**src/rtl/uart_pkg.sv**
```systemverilog
// ---------------------------------------------------------------------------
// uart_pkg : constants, state encoding and helpers shared by the UART RX/TX
// Rev 1.0  : initial release
// ---------------------------------------------------------------------------
`default_nettype none

package uart_pkg;

  localparam int CLK_FREQ_DEFAULT = 12_000_000;
  localparam int BAUD_DEFAULT     = 115_200;

  localparam logic [7:0] ASCII_ZERO = 8'h30;
  localparam logic [2:0] NOTE_MAX   = 3'd7;

  typedef enum logic [2:0] {
    RX_IDLE      = 3'd0,
    RX_START     = 3'd1,
    RX_DATA      = 3'd2,
    RX_STOP      = 3'd3,
    RX_WAIT_IDLE = 3'd4
  } rx_state_t;

  function automatic int clks_per_bit(input int clk_freq, input int baud);
    return clk_freq / baud;
  endfunction

  function automatic int half_bit(input int cpb);
    return cpb / 2;
  endfunction

  // True for ASCII '0'..'7', the characters that map onto note codes.
  function automatic logic is_note(input logic [7:0] b);
    return (b >= ASCII_ZERO) && (b <= (ASCII_ZERO + {5'd0, NOTE_MAX}));
  endfunction

endpackage

`default_nettype wire

```
**src/rtl/rx_sync.sv**
```systemverilog
// ---------------------------------------------------------------------------
// rx_sync : two-flop synchronizer for an asynchronous input, settable reset value
// Rev 1.0  : initial release
// ---------------------------------------------------------------------------
`default_nettype none

module rx_sync #(
  parameter logic RESET_VAL = 1'b1
) (
  input  logic clk,
  input  logic rst,
  input  logic i_d,
  output logic o_q
);

  logic r_ff1;
  logic r_ff2;

  always_ff @(posedge clk) begin
    if (rst) begin
      r_ff1 <= RESET_VAL;
      r_ff2 <= RESET_VAL;
    end else begin
      r_ff1 <= i_d;
      r_ff2 <= r_ff1;
    end
  end

  assign o_q = r_ff2;

endmodule

`default_nettype wire

```
**src/rtl/uart_rx.sv**
```systemverilog
// ---------------------------------------------------------------------------
// uart_rx : 8N1 UART receiver with framing-error flag and ASCII '0'..'7' note
//           decode. Define UART_RX_MAJORITY_EN for 2-of-3 majority sampling.
// Rev 1.0  : initial release
// ---------------------------------------------------------------------------
`default_nettype none

module uart_rx
  import uart_pkg::*;
#(
  parameter int CLK_FREQ = CLK_FREQ_DEFAULT,
  parameter int BAUD     = BAUD_DEFAULT
) (
  input  logic       clk,
  input  logic       rst,
  input  logic       i_rx,
  output logic [7:0] o_data,
  output logic       o_valid,
  output logic       o_frame_err,
  output logic       o_busy,
  output logic [2:0] o_note,
  output logic       o_note_valid
);

  localparam int         c_CLKS_PER_BIT = clks_per_bit(CLK_FREQ, BAUD);
  localparam int         c_HALF_BIT     = half_bit(c_CLKS_PER_BIT);
  localparam logic [6:0] c_BIT_LAST     = 7'(c_CLKS_PER_BIT - 1);
  localparam logic [6:0] c_HALF_LAST    = 7'(c_HALF_BIT - 1);

  logic       w_rx_s;
  logic       w_sample;
  rx_state_t  r_state;
  logic [6:0] r_cnt;
  logic [2:0] r_idx;
  logic [7:0] r_shift;

  rx_sync #(
    .RESET_VAL (1'b1)
  ) u_rx_sync (
    .clk (clk),
    .rst (rst),
    .i_d (i_rx),
    .o_q (w_rx_s)
  );

`ifdef UART_RX_MAJORITY_EN
  // Last two synchronized samples; with the current one they form the vote.
  logic [1:0] r_hist;

  always_ff @(posedge clk) begin
    if (rst) begin
      r_hist <= 2'b11;
    end else begin
      r_hist <= {r_hist[0], w_rx_s};
    end
  end

  assign w_sample = (r_hist[1] & r_hist[0]) | (r_hist[1] & w_rx_s) | (r_hist[0] & w_rx_s);
`else
  assign w_sample = w_rx_s;
`endif

  always_ff @(posedge clk) begin
    if (rst) begin
      r_state      <= RX_IDLE;
      r_cnt        <= 7'd0;
      r_idx        <= 3'd0;
      r_shift      <= 8'd0;
      o_data       <= 8'd0;
      o_valid      <= 1'b0;
      o_frame_err  <= 1'b0;
      o_busy       <= 1'b0;
      o_note       <= 3'd0;
      o_note_valid <= 1'b0;
    end else begin
      o_valid      <= 1'b0;
      o_frame_err  <= 1'b0;
      o_note_valid <= 1'b0;

      case (r_state)
        RX_IDLE: begin
          if (!w_rx_s) begin
            r_state <= RX_START;
            r_cnt   <= 7'd0;
            o_busy  <= 1'b1;
          end
        end

        RX_START: begin
          if (r_cnt == c_HALF_LAST) begin
            r_cnt <= 7'd0;
            if (!w_sample) begin
              r_state <= RX_DATA;
              r_idx   <= 3'd0;
            end else begin
              r_state <= RX_IDLE;
              o_busy  <= 1'b0;
            end
          end else begin
            r_cnt <= r_cnt + 7'd1;
          end
        end

        RX_DATA: begin
          if (r_cnt == c_BIT_LAST) begin
            // LSB arrives first, so shifting right leaves it in bit 0.
            r_shift <= {w_sample, r_shift[7:1]};
            r_cnt   <= 7'd0;
            r_idx   <= r_idx + 3'd1;
            if (r_idx == 3'd7) begin
              r_state <= RX_STOP;
            end
          end else begin
            r_cnt <= r_cnt + 7'd1;
          end
        end

        RX_STOP: begin
          if (r_cnt == c_BIT_LAST) begin
            r_cnt <= 7'd0;
            if (w_sample) begin
              o_data  <= r_shift;
              o_valid <= 1'b1;
              if (is_note(r_shift)) begin
                o_note       <= r_shift[2:0];
                o_note_valid <= 1'b1;
              end
              r_state <= RX_IDLE;
              o_busy  <= 1'b0;
            end else begin
              o_frame_err <= 1'b1;
              r_state     <= RX_WAIT_IDLE;
            end
          end else begin
            r_cnt <= r_cnt + 7'd1;
          end
        end

        RX_WAIT_IDLE: begin
          // A held-low line (break) must not look like a new start bit.
          if (w_rx_s) begin
            r_state <= RX_IDLE;
            o_busy  <= 1'b0;
          end
        end

        default: begin
          r_state <= RX_IDLE;
          o_busy  <= 1'b0;
        end
      endcase
    end
  end

endmodule

`default_nettype wire

```
**config.mk**
```make
export PLATFORM = sky130hd
export DESIGN_NAME = uart_rx
export DESIGN_NICKNAME = d
export VERILOG_FILES = /design/src/rtl/uart_pkg.sv /design/src/rtl/rx_sync.sv /design/src/rtl/uart_rx.sv
export SDC_FILE = /design/constraint.sdc
export NUM_CORES = 1
export LEC_CHECK = 0
export CORE_UTILIZATION = 53
export DETAILED_ROUTE_END_ITERATION = 12
export HOLD_SLACK_MARGIN = 0.08
export PLACE_DENSITY = 0.77
export SLEW_MARGIN = 20
export SYNTH_ARGS = -nofsm -noshare
export SYNTH_HDL_FRONTEND = slang
export SYNTH_HIERARCHICAL = 1
export SYNTH_SLANG_ARGS = --single-unit
```
**constraint.sdc**
```tcl
create_clock -name clk -period 1.9 [get_ports clk]
set_input_delay 0.285 -clock clk [delete_from_list [all_inputs] [get_ports clk]]
set_output_delay 0.285 -clock clk [all_outputs]
set_load 0.03 [all_outputs]
```
; ---- After elaboration in Yosys (flattened, before gate mapping)
; Cells that the tools add are included.
[op_classes]
reduce_logical = 14
n_lt_le_gt_ge = 2
add_sub_neg = 2
n_eq_ne = 14
mux = 25
bitwise = 4
[op_table]
columns = operator, n
row1 = $mux W3, 10
row2 = $mux W7, 3
row3 = $pmux W7 S3, 1
row4 = $pmux W3 S5, 1
row5 = $ne A2 B2 Y1 const B, 6
row6 = $reduce_and A4 Y1, 3
row7 = $ge A8 B6 Y1 const B, 1
row8 = $le A8 B6 Y1 const B, 1
row9 = $add A7 B1 Y7 const B, 1
row10 = $eq A7 B6 Y1 const B, 1
row11 = $eq A7 B7 Y1 const B, 1
row12 = $mux W1, 7
row13 = $eq A3 B2 Y1 const B, 2
row14 = $eq A3 B3 Y1 const B, 2
row15 = $pmux W3 S2, 1
row16 = $reduce_and A6 Y1, 1
row17 = $pmux W1 S5, 1
row18 = $not A1 Y1, 4
row19 = $reduce_and A2 Y1, 2
row20 = $reduce_or A4 Y1, 1
row21 = $add A3 B1 Y3 const B, 1
row22 = $eq A3 B1 Y1 const B, 1
row23 = $logic_not A3 Y1, 1
row24 = $reduce_and A3 Y1, 1
row25 = other kinds (7), 7
[totals]
regBits = 38
in_bits = 3

; ---- Longest topological paths before layout
[depth]
word_depth = 4
depth_mapped = 6
mapped_depth_nobuf = 6

; ---- Cells and area by module
; The synthesis kept the hierarchy.
[modules_own_cells]
columns = mod, area_per_inst_um2, instances, seq_area_each_um2, cells_each
row1 = uart_rx, 1750.4, 1, 720.7, 187
row2 = rx_sync, 52.6, 1, 40.0, 4

; ---- Worst setup path after synthesis
; Ideal clock, no wire load.
[synth_timing]
path_type = reg-to-reg
from = register r_cnt[0]
to = register r_cnt[5]
n_path_buf = 0
setup_ns = 0.131
setup_slack_ns = 0.291
arrival_time_ns = 1.478
t_required_ns = 1.769
path_stages_with_launch = 6
cell_sequence = dfxtp_1 > ha_1 > nor4b_2 > a311oi_2 > o21ai_2 > o211ai_1
[synth_between]
elab_chain_len = 3
elab_cells_between_ends = 6
classes_between = 1 x add/sub / 2 x eq/ne / 3 x mux
[synth_lines]
columns = item, line
row1 = "start, declared", uart_rx.sv:33  ; logic [6:0] r_cnt;
row2 = "start signal, assigned", uart_rx.sv:100  ; r_cnt <= r_cnt + 7'd1;
row3 = "start signal, assigned", uart_rx.sv:114  ; r_cnt <= r_cnt + 7'd1;
row4 = "start signal, assigned", uart_rx.sv:135  ; r_cnt <= r_cnt + 7'd1;
row5 = "$add A7 B1 Y7, or another cell as far along", "uart_rx.sv:100, uart_rx.sv:114, uart_rx.sv:135"
row6 = $mux W7 (on tied branches), "uart_rx.sv:105, uart_rx.sv:119, uart_rx.sv:90"
row7 = $pmux W7 S3 (*), uart_rx.sv:80  ; case (r_state)
; Mark *: on every way between the ends. The rest lies on a longest branch, timed or not.
; A chain may end at the register's enable or synchronous reset.

; ---- Worst setup path after layout
[layout_timing]
from = register r_cnt[0]
to = register o_busy
[layout_between]
elab_chain_len = 3
elab_cells_between_ends = 5
classes_between = 4 x eq/ne / 1 x reduce/logical
[layout_lines]
columns = item, line
row1 = $eq A7 B7 Y1 / $eq A7 B6 Y1 (equally long branches), "uart_rx.sv:119, uart_rx.sv:90"
row2 = $ne A2 B2 Y1 (no line), --
row3 = $reduce_and A4 Y1 (no line) (*), --
row4 = "end signal, assigned", uart_rx.sv:129  ; o_busy <= 1'b0;
row5 = "end signal, assigned", uart_rx.sv:143  ; o_busy <= 1'b0;
row6 = "end signal, assigned", uart_rx.sv:149  ; o_busy <= 1'b0;
row7 = "end, declared", uart_rx.sv:20  ; output logic o_busy,
; Marked as above.

==> impl_metrics.yaml <==
status:
  status: "completed"
synth:
  synth_top_area_share: 0.422
  yosysWarnings: 6
  synthTopCellsByArea: "dfxtp_1 (42%), mux2i_1 (8.9%), nand2_1 (6.5%)"
  synth_common_cells: "dfxtp_1 (38), nand2_1 (31), mux2i_1 (16), nor2_1 (10), o21ai_0 (9)"
  ys_seq_area_frac: 0.422
  synthFlopType: "dfxtp_1"
  yosys.cell_count.top_type: "dfxtp_1"
  synthArstFlopShare: 0
  synth_seq_cells: 38
  syn-instance-count: 191
  synth-edff-count: 0
  ys_types: 48
  synth_nets: 197
  syn_avg_cell_area_um2: 9.44
  synth.largest_area_cell: "dfxtp_1"
  syn_area_um2: 1800
place:
  io_buffers: 17
  routabilityCongestion: 0.794
  hpwlAfterDp_um: 2620
  place_area_um2: 1980
worst_setup_path:
  timing.rr.start: "r_cnt[0]$_SDFFE_PP0P_"
  crit_path_start_kind: "flop"
  end_kind: "flop"
  worstPathArrival_ps: 2030
  endpoint: "o_busy$_SDFFE_PP0P_"
  required_ps: 2140
  rrSetupSlack_ps: 110
  path_max_fanout: 5
  critPathLaunch: "r_cnt[0]$_SDFFE_PP0P_"
  rr_worst_depth: 5
  critPathKind: "flop to flop"
  regToRegEndpoint: "o_busy$_SDFFE_PP0P_"
die:
  die_w_um: 60.3
  die_h_um: 60.3
  core_area_um2: 3130
  io_pins: 18
  start_util: 0.576
  die_area_um2: 3640
  row_count: 20
grt:
  antenna_found_initial: 0
  grt_max_degree: 27
  grt_pass1_vias: 1363
  gr-total-overflow: 0
  grt_use_total: 0.237
  grt_pass1_wl_um: 6190
worst_hold_path:
  hold_class: "flop to flop"
clocking:
  cts-hold-fix-buffers: 0
  cts.htree.levels: 2
  cts_made_buffers: 5
  cts_root_buf: "clkbuf_4"
  clock_latency_ps: 350
  cts_buffer_depth: 2
  path_clk_slew_ps: 110
  cts_sinks: 38
  cts_tree: "done"
timing:
  setup_violations: 0
  holdWs_ps: 424
  grt_setup_unrepaired: "no"
  max_freq_mhz: 557
  worstMarginPinSlew_ps: 454
  maxSlewHeadroom: 0.694
  finalHoldViolCount: 0
  fin_crit_ps: 1790
  final_max_slew_viol_count: 0
  fin_crit_sh: 0.944
  fin_tns_setup_ps: 0
  finalClockSkew_ps: 4.87
pwr:
  power_density_nw_per_um2: 749
  leakage_nw: 0.666
  ir_drop_mv: 0.526
  total_power_mw: 1.59
final_layout:
  area_growth_pct: 17.6
  nets: 216
  fill_cells: 255
  drive_gt1_frac: 0.137
  antenna_cells: 0
  final-seq-area_um2: 761
  final_core_util: 0.678
  multi_input_area_um2: 952
  final_area_um2: 2120
routing:
  viasPerCell: 5.84
  drcViolationCount: 0
  drt_pre_antenna_iters: 4
  wl_per_cell_um: 15.0
  drtIter0Drc: 63
  ant_nets: 0
  wl_um: 3810
  dr_total_vias: 1490
run:
  drv_cap: 0
final cells by class:
| cell class | count | share of cell area |
|---|---|---|
| multi-input cells | 136 | 0.449 |
| flip-flops and latches | 38 | 0.359 |
| repair buffers | 24 | 0.105 |
| clock inverters | 2 | 0.0283 |
| well taps | 44 | 0.0260 |
| clock buffers | 6 | 0.0242 |
| inverters | 5 | 0.00885 |
sequential cells by signal, summed over array words and instances (netlist names):
name	flops
o_data	8
r_shift	8
r_cnt	7
o_note	3
r_idx	3
r_state	3
o_busy	1
o_frame_err	1
o_note_valid	1
o_valid	1
u_rx_sync/o_q	1
u_rx_sync/r_ff1	1
power breakdown:
part | switching [mW] | internal [mW] | total (mW)
Clock | 0.277 | 0.446 | 0.723
Combinational | 0.0348 | 0.0197 | 0.0544
Sequential | 0.00826 | 0.802 | 0.810
Total | 0.320 | 1.27 | 1.59
cells in the final DEF, fill, tap and decap left out, types with 2 or more instances in the layout:
cell             netlist  final
a211oi_1               2      2
a21oi_1                5      5
a21oi_2                2      2
a31oi_1                2      2
and2_1                 2      2
buf_4                  0      7
bufinv_16              0      2
clkbuf_4               0      5
clkdlybuf4s50_1        0     17
dfxtp_1               38     38
ha_1                   3      3
inv_1                  4      4
mux2i_1               16     16
nand2_1               31     31
nand3_1                8      8
nor2_1                10     10
nor3_1                 6      6
nor4_1                 2      2
o2111ai_1              4      4
o211ai_1               3      3
o21a_1                 2      2
o21ai_0                9      9
o31ai_1                3      3
or2_1                  2      2
or3_1                  3      3
repair_timing:
item                                    CTS  global route
endpoints found under the setup margin    0             7
setup buffers                             0             0
gates resized for setup                   0             3
cell families (layout without fill, tap and decap cells):
kind of cell,count (synthesis),in the layout,share of synthesized area
buf+inv,17,37,0.0652
xor+xnor,1,1,0.00486
fa+ha+maj,3,3,0.0208
simple gates,78,78,0.247
flops,38,38,0.422
compound gates,38,38,0.151
mux,16,16,0.0888
how the worst min path moves through the flow:
stage                                     from                    endpoint  slack [ps]  cells after the start
floorplan                                  rst  u_rx_sync/r_ff1$_SDFF_PP1_         380                      1
global placement    u_rx_sync/r_ff1$_SDFF_PP1_    u_rx_sync/o_q$_SDFF_PP1_         400                      1
detailed placement  u_rx_sync/r_ff1$_SDFF_PP1_    u_rx_sync/o_q$_SDFF_PP1_         400                      1
CTS                 u_rx_sync/r_ff1$_SDFF_PP1_    u_rx_sync/o_q$_SDFF_PP1_         430                      1
global route        u_rx_sync/r_ff1$_SDFF_PP1_    u_rx_sync/o_q$_SDFF_PP1_         440                      1
finish              u_rx_sync/r_ff1$_SDFF_PP1_    u_rx_sync/o_q$_SDFF_PP1_         420                      1
per-layer routing:
layer / part of all wire / global-route usage
met4: 0.0060 / 0.0997
met2: 0.47 / 0.355
met1: 0.49 / 0.311
met3: 0.037 / 0.0779
met5: 0 / 0
critical path, stage by stage, from the launching register on:
cell,delay [ps]
dfxtp_1,410
ha_1,320
nor4b_4,390
a31oi_1,190
o311ai_1,270
a21oi_1,100
metrics by stage:
stage	worst slack (ps)	instances
CTS	30.0	255
global route	11.8	255
floorplan	291	191
global placement	177	247
detailed placement	73.9	247
finish	106	255
(Power assumes the default switching activity.)
